==> config.mk <==
export PLATFORM = sky130hd
export DESIGN_NAME = aurora_tx_lane_scheduler
export DESIGN_NICKNAME = d
export VERILOG_FILES = /design/src/rtl/aurora_tx_pkg.sv /design/src/rtl/tx_lane_fifo.sv /design/src/rtl/aurora_tx_lane_scheduler.sv
export SDC_FILE = /design/constraint.sdc
export NUM_CORES = 1
export LEC_CHECK = 0
export CAP_MARGIN = 10
export CORE_UTILIZATION = 57
export CTS_CLUSTER_DIAMETER = 40
export DETAILED_ROUTE_END_ITERATION = 10
export PLACE_DENSITY = 0.84
export SYNTH_ARGS = -nofsm -noshare
export SYNTH_HDL_FRONTEND = slang
export SYNTH_SLANG_ARGS = --single-unit
==> constraint.sdc <==
create_clock -name clk -period 15.8 [get_ports clk]
set_input_delay 3.16 -clock clk [delete_from_list [all_inputs] [get_ports clk]]
set_output_delay 3.16 -clock clk [all_outputs]
set_load 0.005 [all_outputs]
==> src/rtl/aurora_tx_pkg.sv <==
// Shared definitions for the four-lane Aurora TX scheduler.
//   IDLE_WORD  - payload of the idle control block sent when a lane has nothing to send
//   SYNC_DATA  - sync header of a data block
//   SYNC_CTRL  - sync header of a control block
//   tx_state_t - scheduler link state
package aurora_tx_pkg;

  localparam int NUM_LANES = 4;
  localparam int BLOCK_W   = 65;  // {ctrl, payload[63:0]}

  localparam logic [63:0] IDLE_WORD = 64'h7800_0000_0000_0000;
  localparam logic [1:0]  SYNC_DATA = 2'b01;
  localparam logic [1:0]  SYNC_CTRL = 2'b10;

  typedef enum logic [1:0] {
    ST_IDLE  = 2'd0,
    ST_BOND  = 2'd1,
    ST_RUN   = 2'd2,
    ST_DRAIN = 2'd3
  } tx_state_t;

endpackage

==> src/rtl/tx_lane_fifo.sv <==
// Per-lane block buffer: synchronous FIFO, WIDTH bits wide, DEPTH entries deep.
// Ports:
//   clk, reset_n        - clock and synchronous active-low reset (empties the FIFO)
//   push, push_data     - write one entry (ignored when full)
//   pop                 - discard the head entry (ignored when empty)
//   head                - current head entry, valid while empty=0
//   full, empty         - occupancy flags, derived from registered pointers
module tx_lane_fifo #(
  parameter int WIDTH = 65,
  parameter int DEPTH = 4
) (
  input  logic             clk,
  input  logic             reset_n,
  input  logic             push,
  input  logic [WIDTH-1:0] push_data,
  input  logic             pop,
  output logic [WIDTH-1:0] head,
  output logic             full,
  output logic             empty
);

  localparam int AW = $clog2(DEPTH);

  logic [WIDTH-1:0] mem [DEPTH];
  // One extra pointer bit distinguishes full from empty when the indices match.
  logic [AW:0] wr_ptr_reg;
  logic [AW:0] rd_ptr_reg;
  logic        do_push;
  logic        do_pop;

  assign empty   = (wr_ptr_reg == rd_ptr_reg);
  assign full    = (wr_ptr_reg[AW] != rd_ptr_reg[AW]) &&
                   (wr_ptr_reg[AW-1:0] == rd_ptr_reg[AW-1:0]);
  assign do_push = push & ~full;
  assign do_pop  = pop & ~empty;
  assign head    = mem[rd_ptr_reg[AW-1:0]];

  // Storage carries no reset; the pointers alone define what is valid.
  always_ff @(posedge clk) begin
    if (do_push) begin
      mem[wr_ptr_reg[AW-1:0]] <= push_data;
    end
  end

  always_ff @(posedge clk) begin
    if (!reset_n) begin
      wr_ptr_reg <= '0;
      rd_ptr_reg <= '0;
    end else begin
      if (do_push) wr_ptr_reg <= wr_ptr_reg + 1'b1;
      if (do_pop)  rd_ptr_reg <= rd_ptr_reg + 1'b1;
    end
  end

endmodule

==> src/rtl/aurora_tx_lane_scheduler.sv <==
// Stripes an upstream 64b/66b block stream across four Aurora TX lanes.
// After link_en the lanes send BOND_BLOCKS idle blocks each (BOND), then the
// link runs (RUN) and accepted blocks go round-robin into per-lane FIFOs.
// Dropping link_en drains the FIFOs (DRAIN) before returning to IDLE.
// Ports:
//   clk, reset_n       - clock, synchronous active-low reset
//   link_en            - link enable; low requests orderly shutdown
//   s_data/s_ctrl      - upstream block payload and control flag
//   s_valid/s_ready    - upstream handshake
//   data_next[3:0]     - per-lane request: lane i captured data_out[i]/sync_out[i]
//   data_out/sync_out  - per-lane block payload and sync header
//   link_ready         - high in RUN only
module aurora_tx_lane_scheduler
  import aurora_tx_pkg::*;
#(
  parameter int BOND_BLOCKS = 32,
  parameter int FIFO_DEPTH  = 4
) (
  input  logic        clk,
  input  logic        reset_n,
  input  logic        link_en,
  input  logic [63:0] s_data,
  input  logic        s_ctrl,
  input  logic        s_valid,
  output logic        s_ready,
  input  logic [3:0]  data_next,
  output logic [63:0] data_out [NUM_LANES],
  output logic [1:0]  sync_out [NUM_LANES],
  output logic        link_ready
);

  localparam int CW = $clog2(BOND_BLOCKS + 1);

  tx_state_t          state_reg;
  tx_state_t          state_next;
  logic [1:0]         wr_lane_reg;
  logic [CW-1:0]      bond_cnt_reg [NUM_LANES];
  logic [NUM_LANES-1:0] full;
  logic [NUM_LANES-1:0] empty;
  logic [NUM_LANES-1:0] push;
  logic [NUM_LANES-1:0] pop;
  logic [NUM_LANES-1:0] bond_done;
  logic [BLOCK_W-1:0] head [NUM_LANES];
  logic [BLOCK_W-1:0] push_word;
  logic               xfer;
  logic               serving;

  assign s_ready    = (state_reg == ST_RUN) & ~full[wr_lane_reg];
  assign xfer       = s_valid & s_ready;
  assign link_ready = (state_reg == ST_RUN);
  assign serving    = (state_reg == ST_RUN) || (state_reg == ST_DRAIN);
  assign push_word  = {s_ctrl, s_data};

  always_comb begin
    state_next = state_reg;
    case (state_reg)
      ST_IDLE:  if (link_en)     state_next = ST_BOND;
      ST_BOND:  if (&bond_done)  state_next = ST_RUN;
      ST_RUN:   if (!link_en)    state_next = ST_DRAIN;
      ST_DRAIN: if (&empty)      state_next = ST_IDLE;
      default:                   state_next = ST_IDLE;
    endcase
  end

  always_ff @(posedge clk) begin
    if (!reset_n) begin
      state_reg   <= ST_IDLE;
      wr_lane_reg <= 2'd0;
    end else begin
      state_reg <= state_next;
      // Two-bit counter wraps 3->0 on its own.
      if (xfer) wr_lane_reg <= wr_lane_reg + 2'd1;
    end
  end

  for (genvar gi = 0; gi < NUM_LANES; gi++) begin : g_lane
    assign push[gi]      = xfer && (wr_lane_reg == 2'(gi));
    assign pop[gi]       = data_next[gi] & serving & ~empty[gi];
    assign bond_done[gi] = (bond_cnt_reg[gi] == CW'(BOND_BLOCKS));

    tx_lane_fifo #(
      .WIDTH (BLOCK_W),
      .DEPTH (FIFO_DEPTH)
    ) u_fifo (
      .clk       (clk),
      .reset_n   (reset_n),
      .push      (push[gi]),
      .push_data (push_word),
      .pop       (pop[gi]),
      .head      (head[gi]),
      .full      (full[gi]),
      .empty     (empty[gi])
    );

    // Held at zero outside BOND, so every entry into BOND starts from zero.
    always_ff @(posedge clk) begin
      if (!reset_n || state_reg != ST_BOND) begin
        bond_cnt_reg[gi] <= '0;
      end else if (data_next[gi] && !bond_done[gi]) begin
        bond_cnt_reg[gi] <= bond_cnt_reg[gi] + 1'b1;
      end
    end

    // The head is read from pre-edge FIFO state, so a block pushed at this
    // same edge into an empty FIFO is not visible and the lane sends idle.
    always_ff @(posedge clk) begin
      if (!reset_n) begin
        data_out[gi] <= IDLE_WORD;
        sync_out[gi] <= SYNC_CTRL;
      end else if (data_next[gi]) begin
        if (pop[gi]) begin
          data_out[gi] <= head[gi][63:0];
          sync_out[gi] <= head[gi][64] ? SYNC_CTRL : SYNC_DATA;
        end else begin
          data_out[gi] <= IDLE_WORD;
          sync_out[gi] <= SYNC_CTRL;
        end
      end
    end
  end

endmodule

# After elaboration in Yosys (flattened, before gate mapping)
# Memory sizes are Yosys's and may differ from the RTL's. A register that Yosys moved wholly into a read port is not among the register bits.
# Index checks and enable logic that the tools add are counted.
[totals]
input_bits = 73
n_memories = 5
output_inout_bits = 266
word_cells = 172
ramBits = 1064
reg_bits = 292
[memory_table]
columns = ["name", "words", "word_bits", "rd", "rd_clocked_by_memory_dff", "wr", "line_no", "rtl"]
rows = [
  ["g_lane[0].u_fifo.mem", 4, 65, 1, 1, 1, "tx_lane_fifo.sv:24", "logic [WIDTH-1:0] mem [DEPTH];"],
  ["g_lane[1].u_fifo.mem", 4, 65, 1, 1, 1, "tx_lane_fifo.sv:24", ""],
  ["g_lane[2].u_fifo.mem", 4, 65, 1, 1, 1, "tx_lane_fifo.sv:24", ""],
  ["g_lane[3].u_fifo.mem", 4, 65, 1, 1, 1, "tx_lane_fifo.sv:24", ""],
  ["bond_cnt_reg", 4, 6, 4, 0, 4, "aurora_tx_lane_scheduler.sv:37", "logic [CW-1:0] bond_cnt_reg [NUM_LANES];"],
]
[classes]
order_cmp = 1
n_mux = 53
eq_ne = 27
n_bitwise = 31
addsub = 13
reduce_logical = 24
[op_table]
columns = ["op", "count"]
rows = [
  ["$mux W64", 4],
  ["$mux W2", 20],
  ["$add A3 B1 Y3 const B", 8],
  ["$add A6 B1 Y6 const B", 4],
  ["$eq A6 B6 Y1 const B", 4],
  ["$mux W6", 4],
  ["$mux W1", 23],
  ["$and A1 B1 Y1", 18],
  ["$eq A3 B3 Y1", 4],
  ["$logic_and A1 B1 Y1", 12],
  ["$reduce_and A4 Y1", 3],
  ["$not A1 Y1", 9],
  ["$eq A2 B2 Y1", 4],
  ["$eq A2 B2 Y1 const B", 4],
  ["$pmux W2 S4", 1],
  ["$ne A2 B2 Y1 const B", 3],
  ["$logic_not A1 Y1", 5],
  ["$eq A2 B1 Y1 const B", 2],
  ["$logic_not A2 Y1", 2],
  ["$ne A1 B1 Y1", 4],
  ["$ne A2 B1 Y1 const B", 2],
  ["$or A1 B1 Y1", 4],
  ["$lt A2 B3 Y1 const B", 1],
  ["$add A2 B1 Y2 const B", 1],
  ["other kinds (2)", 3],
]

# Logic depth before layout (Yosys ltp)
[logic_depth]
depth_word = 11
mapped_depth = 8
mapped_depth_nobuf = 7

# Hierarchy
# Synthesis repeated with hierarchy kept, for this count alone.
[hier_totals]
cells_unflattened = 2930
area_unflattened_um2 = 51560.7
[by_module_without_submodules]
columns = ["mod", "n_inst", "seq_area_each_um2", "area_per_inst_um2", "cells_per_inst"]
rows = [
  ["tx_lane_fifo", 4, 7967.6, 9910.8, 407],
  ["aurora_tx_lane_scheduler", 1, 6085.8, 11917.7, 1302],
]

# Least setup slack after synthesis
# Ideal clock, no wire load.
[synth_path]
kind = "input-to-reg"
from = "input s_valid"
to = "register g_lane[1].u_fifo.wr_ptr_reg[2]"
arrival_ns = 8.366
path_buffers = 0
required_time_ns = 15.462
setup_time_ns = 0.338
setup_slack_ns = 7.096
stages = 4
path_cell_list = "and2_1 nand3_2 nor3_1 mux2i_1"
[synth_via]
elab_chain_cells = 3
[synth_rtl]
columns = ["element", "line_no", "rtl"]
rows = [
  ["from (decl)", "aurora_tx_lane_scheduler.sv:24", "input logic s_valid,"],
  ["$and A1 B1 Y1", "aurora_tx_lane_scheduler.sv:49", "assign xfer = s_valid & s_ready;"],
  ["$logic_and A1 B1 Y1", "aurora_tx_lane_scheduler.sv:77", "assign push[gi] = xfer && (wr_lane_reg == 2'(gi));"],
  ["$and A1 B1 Y1", "tx_lane_fifo.sv:34", "assign do_push = push & ~full;"],
  ["to (signal assigned)", "tx_lane_fifo.sv:50", "if (do_push) wr_ptr_reg <= wr_ptr_reg + 1'b1;"],
  ["to (decl)", "tx_lane_fifo.sv:26", "logic [AW:0] wr_ptr_reg;"],
]
# No other way between the ends.
# A chain may end at the register's enable or synchronous reset.

# Final worst setup path
[layout_path]
from = "register g_lane[3].u_fifo.wr_ptr_reg[0]"
to = "output s_ready"
[layout_via]
elab_chain_cells = 6
[layout_rtl]
columns = ["element", "line_no", "rtl"]
rows = [
  ["from (decl)", "tx_lane_fifo.sv:26", ""],
  ["from (signal assigned)", "tx_lane_fifo.sv:50", ""],
  ["$eq A2 B2 Y1", "tx_lane_fifo.sv:33", "(wr_ptr_reg[AW-1:0] == rd_ptr_reg[AW-1:0]);"],
  ["$logic_and A1 B1 Y1", "tx_lane_fifo.sv:32", "assign full = (wr_ptr_reg[AW] != rd_ptr_reg[AW]) &&"],
  ["$bmux W1 S2", "aurora_tx_lane_scheduler.sv:48", "assign s_ready = (state_reg == ST_RUN) & ~full[wr_lane_reg];"],
  ["$mux W1 (implied by the code)", "aurora_tx_lane_scheduler.sv:48", ""],
  ["$not A1 Y1", "aurora_tx_lane_scheduler.sv:48", ""],
  ["$and A1 B1 Y1", "aurora_tx_lane_scheduler.sv:48", ""],
  ["to (decl)", "aurora_tx_lane_scheduler.sv:25", "output logic s_ready,"],
]
# No other way between the ends. The select of a mux whose other input is x is not followed.

==> results.txt <==
The run finished, with violations left. The final reports fail on design-rule violations. For this run, the leading register cell type out of synthesis is sky130_fd_sc_hd__edfxtp_1. By startpoint and endpoint, the worst setup path is classified as reg -> out. Initial antenna violation count: 1.

In this run, CTS created clock tree buffers numbering 148. In this run the count of I/O pins placed on the die edge is 339. The total overflow left after global routing is 0. Fill cells in the final layout number 5,065.

Once layout is complete, the utilization of the core stands at 68.4%. Summed over all layers, the routed wires come to 132,000 um. The worst setup path is launched from a register. Relative to the synthesized area, the layout overhead comes to 18.8%.

The fmax came out at 163 MHz. In this run the number of H-tree levels came out at 4. For this configuration, the core starts out at a cell density of 57.6%. The tools report the total negative slack for setup checks as 0 ns. Overall die width: 301 um.

Leaving out fill and tap cells, the most frequent cell in the layout is sky130_fd_sc_hd__edfxtp_1. Across the VDD grid, the largest voltage drop is 0.0940 mV. The number of warnings issued by yosys was 0. The number of enable-type register cells in the synthesized netlist came out at 1,064. TritonCTS built the clock tree.

The shortest clock period the worst path allows after layout was 6.12 ns; the critical path data required time was 12.64 ns. The floorplan has 109 rows. The clock slew seen by the registers of the worst setup and hold paths is 0.06 ns.

After synthesis, the mean cell area works out to 17.9 um^2. Setup repair after global routing left no endpoint under its margin. By area the synthesized netlist is led by sky130_fd_sc_hd__edfxtp_1 (63%), sky130_fd_sc_hd__dfxtp_1 (12%), sky130_fd_sc_hd__mux4_2 (11%). In this run the static leakage power is 19.0 nW. The share of total power dissipated in sequential elements is 50.9%.

The clock network accounts for 46.0% of the total power. The number of antenna diodes in the final layout is 0. The net count of the finished layout is 3,320.

The tool flagged a number of max-cap violations equal to 0. Clock tree root driver cell: sky130_fd_sc_hd__clkbuf_16. The synthesized design devotes to its leading area cell type 62.7% of total area.

In the final routed layout, each cell accounts on average for 29.2 um. Number of buffers inserted by hold repair at cts: 0. Sequential cells were found to cover 74.5% of the synthesized design area. At the later pin of the worst-skew pair, clock insertion delay measures 0.78 ns. Of the total power, the share spent switching nets is 22.4%. The tools report the count of cell types in the netlist as 38. The top cell types in the final layout, fill and taps aside, are sky130_fd_sc_hd__edfxtp_1 (1,064), sky130_fd_sc_hd__nor2b_1 (490), sky130_fd_sc_hd__clkdlybuf4s50_1 (333), sky130_fd_sc_hd__dfxtp_1 (292), sky130_fd_sc_hd__mux4_2 (260). The relative contribution of combinational cells to total power came out at 3.1%. Gates resized during post-CTS repair numbered 0. Internal power comes to 6.00 mW.

The highest fanout seen on the critical path is 6, and the total placed instance area is 0.0554 mm^2. The number of flip-flops under the largest register name came out at 1,040. Final design area excluding fillers: 0.0606 mm^2.

The synthesized design spends more area on one cell type than any other, namely sky130_fd_sc_hd__edfxtp_1. After synthesis the cells add up to 0.0510 mm^2. The logs give 0 for the final number of hold-violating endpoints and 0 for the number of pins exceeding their max-slew limit in the final report.

The total routing resource utilization after global routing came out at 29.4%. Detailed routing inserted a total of 28,400 vias. Entering global routing, the biggest net connects 124 pins.

Vias per cell: 6.30. The tree built by TritonCTS fans out to 1,364 sinks. The final setup violation count was 0. The tools report the kind of end point of the critical path as an output pin.

For this block, the initial DRC count from the detailed router was 3,193. The worst min-delay path class is reg -> reg. The via count of the first global-routing pass is 29,400, and the final worst clock skew is 0.0358 ns. At the pin with the least slew margin, the transition time is 1.25 ns.

The share of flip-flops with an asynchronous set or reset after synthesis was 0%. At the worst endpoint, the arrival time is 2.96 ns. The die covers 0.0906 mm^2. The number of detailed-routing iterations run before antenna repair is 8. The worst path uses 38.7% of the clock period. After floorplanning, the core was sized to cover 0.0885 mm^2. The largest buffer count on any clock path is 3, and the global placer's final weighted congestion is 0.793. Detailed placement ended at an HPWL of 71,600 um. The post-detailed-route count of antenna-violating nets was 0; the synthesis-stage register bit count was 1,364. The count of buffers added on input and output ports is 338.

When the netlist entered floorplanning its net count stood at 2,959. The share of final-layout standard cells stronger than drive strength 1 was 17.1%; the areal power density over the cells was 128 mW/mm^2. For the post-synthesis cell count, the log shows 2,850. The first global-routing pass estimated 192,000 um of wire. The tools report the worst relative slew slack as 16.8%. The die extent in y works out to 301 um.

The switching component of the power was 1.73 mW; the post-route DRC violation count was 35. After clock tree synthesis, the setup repair step added 0 buffers.
==> stage by stage <==
stage          setup slack, ns  power, mW  std cells  hold WS, ns
6_report                  9.68       7.73       4502        0.488
5_1_grt                   9.52       7.89       4502        0.505
4_1_cts                   9.72       7.73       4502        0.481
3_5_place_dp              9.43       4.24       4226        0.467
3_3_place_gp              9.53       4.21       4226        0.467
2_1_floorplan             7.10       4.11       2850        0.471
==> synthesized netlist by cell type, types with 18 or more instances <==
| cell type | count |
|---|---|
| sky130_fd_sc_hd__o21ai_0 | 18 |
| sky130_fd_sc_hd__nand2_1 | 62 |
| sky130_fd_sc_hd__buf_2 | 48 |
| sky130_fd_sc_hd__nand3_1 | 27 |
| sky130_fd_sc_hd__xor2_1 | 19 |
| sky130_fd_sc_hd__mux4_2 | 260 |
| sky130_fd_sc_hd__dfxtp_1 | 300 |
| sky130_fd_sc_hd__xnor2_1 | 20 |
| sky130_fd_sc_hd__edfxtp_1 | 1064 |
| sky130_fd_sc_hd__nor2_1 | 45 |
| sky130_fd_sc_hd__inv_1 | 25 |
| sky130_fd_sc_hd__a21oi_1 | 240 |
| sky130_fd_sc_hd__clkbuf_1 | 96 |
| sky130_fd_sc_hd__ha_1 | 36 |
| sky130_fd_sc_hd__nor2b_1 | 490 |
| sky130_fd_sc_hd__and2_1 | 22 |
==> power groups by stage <==
stage | combinational [mW] | clock [mW] | sequential [mW]
after floorplan | 0.115 | 0 | 4.00
after global placement | 0.214 | 0 | 4.00
after detailed placement | 0.231 | 0 | 4.01
after CTS | 0.236 | 3.57 | 3.93
after global routing | 0.250 | 3.71 | 3.93
final | 0.239 | 3.56 | 3.93
==> final timing paths <==
check	startpoint	endpoint	slack, ns	depth (start not counted)
worst max-delay path	g_lane[3].u_fifo.wr_ptr_reg[0]$_SDFFE_PN0P_	s_ready	9.68	6
worst min-delay path	data_out[123]$_SDFFE_PN1P_	data_out[123]$_SDFFE_PN1P_	0.49	2
worst max register to register	state_reg[0]$_SDFFE_PN0P_	g_lane[2].u_fifo.mem[3][15]$_DFFE_PP_	12.25	6
worst min register to register	data_out[123]$_SDFFE_PN1P_	data_out[123]$_SDFFE_PN1P_	0.49	2
==> critical path: stages, from the launching register on <==
cell and delay, ns:
sky130_fd_sc_hd__dfxtp_1 0.38, sky130_fd_sc_hd__xnor2_1 0.46, sky130_fd_sc_hd__nand3_1 0.20, sky130_fd_sc_hd__mux2i_1 0.31, sky130_fd_sc_hd__nor2_1 0.08, sky130_fd_sc_hd__o21a_1 0.28, sky130_fd_sc_hd__clkdlybuf4s50_1 0.48
==> logic make-up after synthesis <==
group | Yosys count | synth area share [%]
buf+inv | 171 | 1.38
flops | 1364 | 74.5
mux | 271 | 11.7
simple gates | 670 | 7.68
fa+ha+maj | 36 | 0.884
xor+xnor | 39 | 0.670
compound gates | 299 | 3.19
==> area by class of cell <==
type | count | area (um^2) | area share (%)
repair buffers | 357 | 3520 | 5.81
well taps | 1165 | 1460 | 2.41
inverters | 25 | 93.8 | 0.155
clock buffers | 172 | 3860 | 6.38
clock inverters | 104 | 1250 | 2.07
multi-input cells | 1315 | 12400 | 20.5
flip-flops and latches | 1364 | 38000 | 62.7
==> layer usage <==
layer | track usage [%] | part of all wire [%] | wire length, um
met4 | 14.2 | 4.6 | 6070
met2 | 48.3 | 50 | 65600
met5 | 0 | 0 | 0
met1 | 37.7 | 36 | 47100
met3 | 5.75 | 9.8 | 12900
No activity file was read; power rests on OpenSTA's default activity.
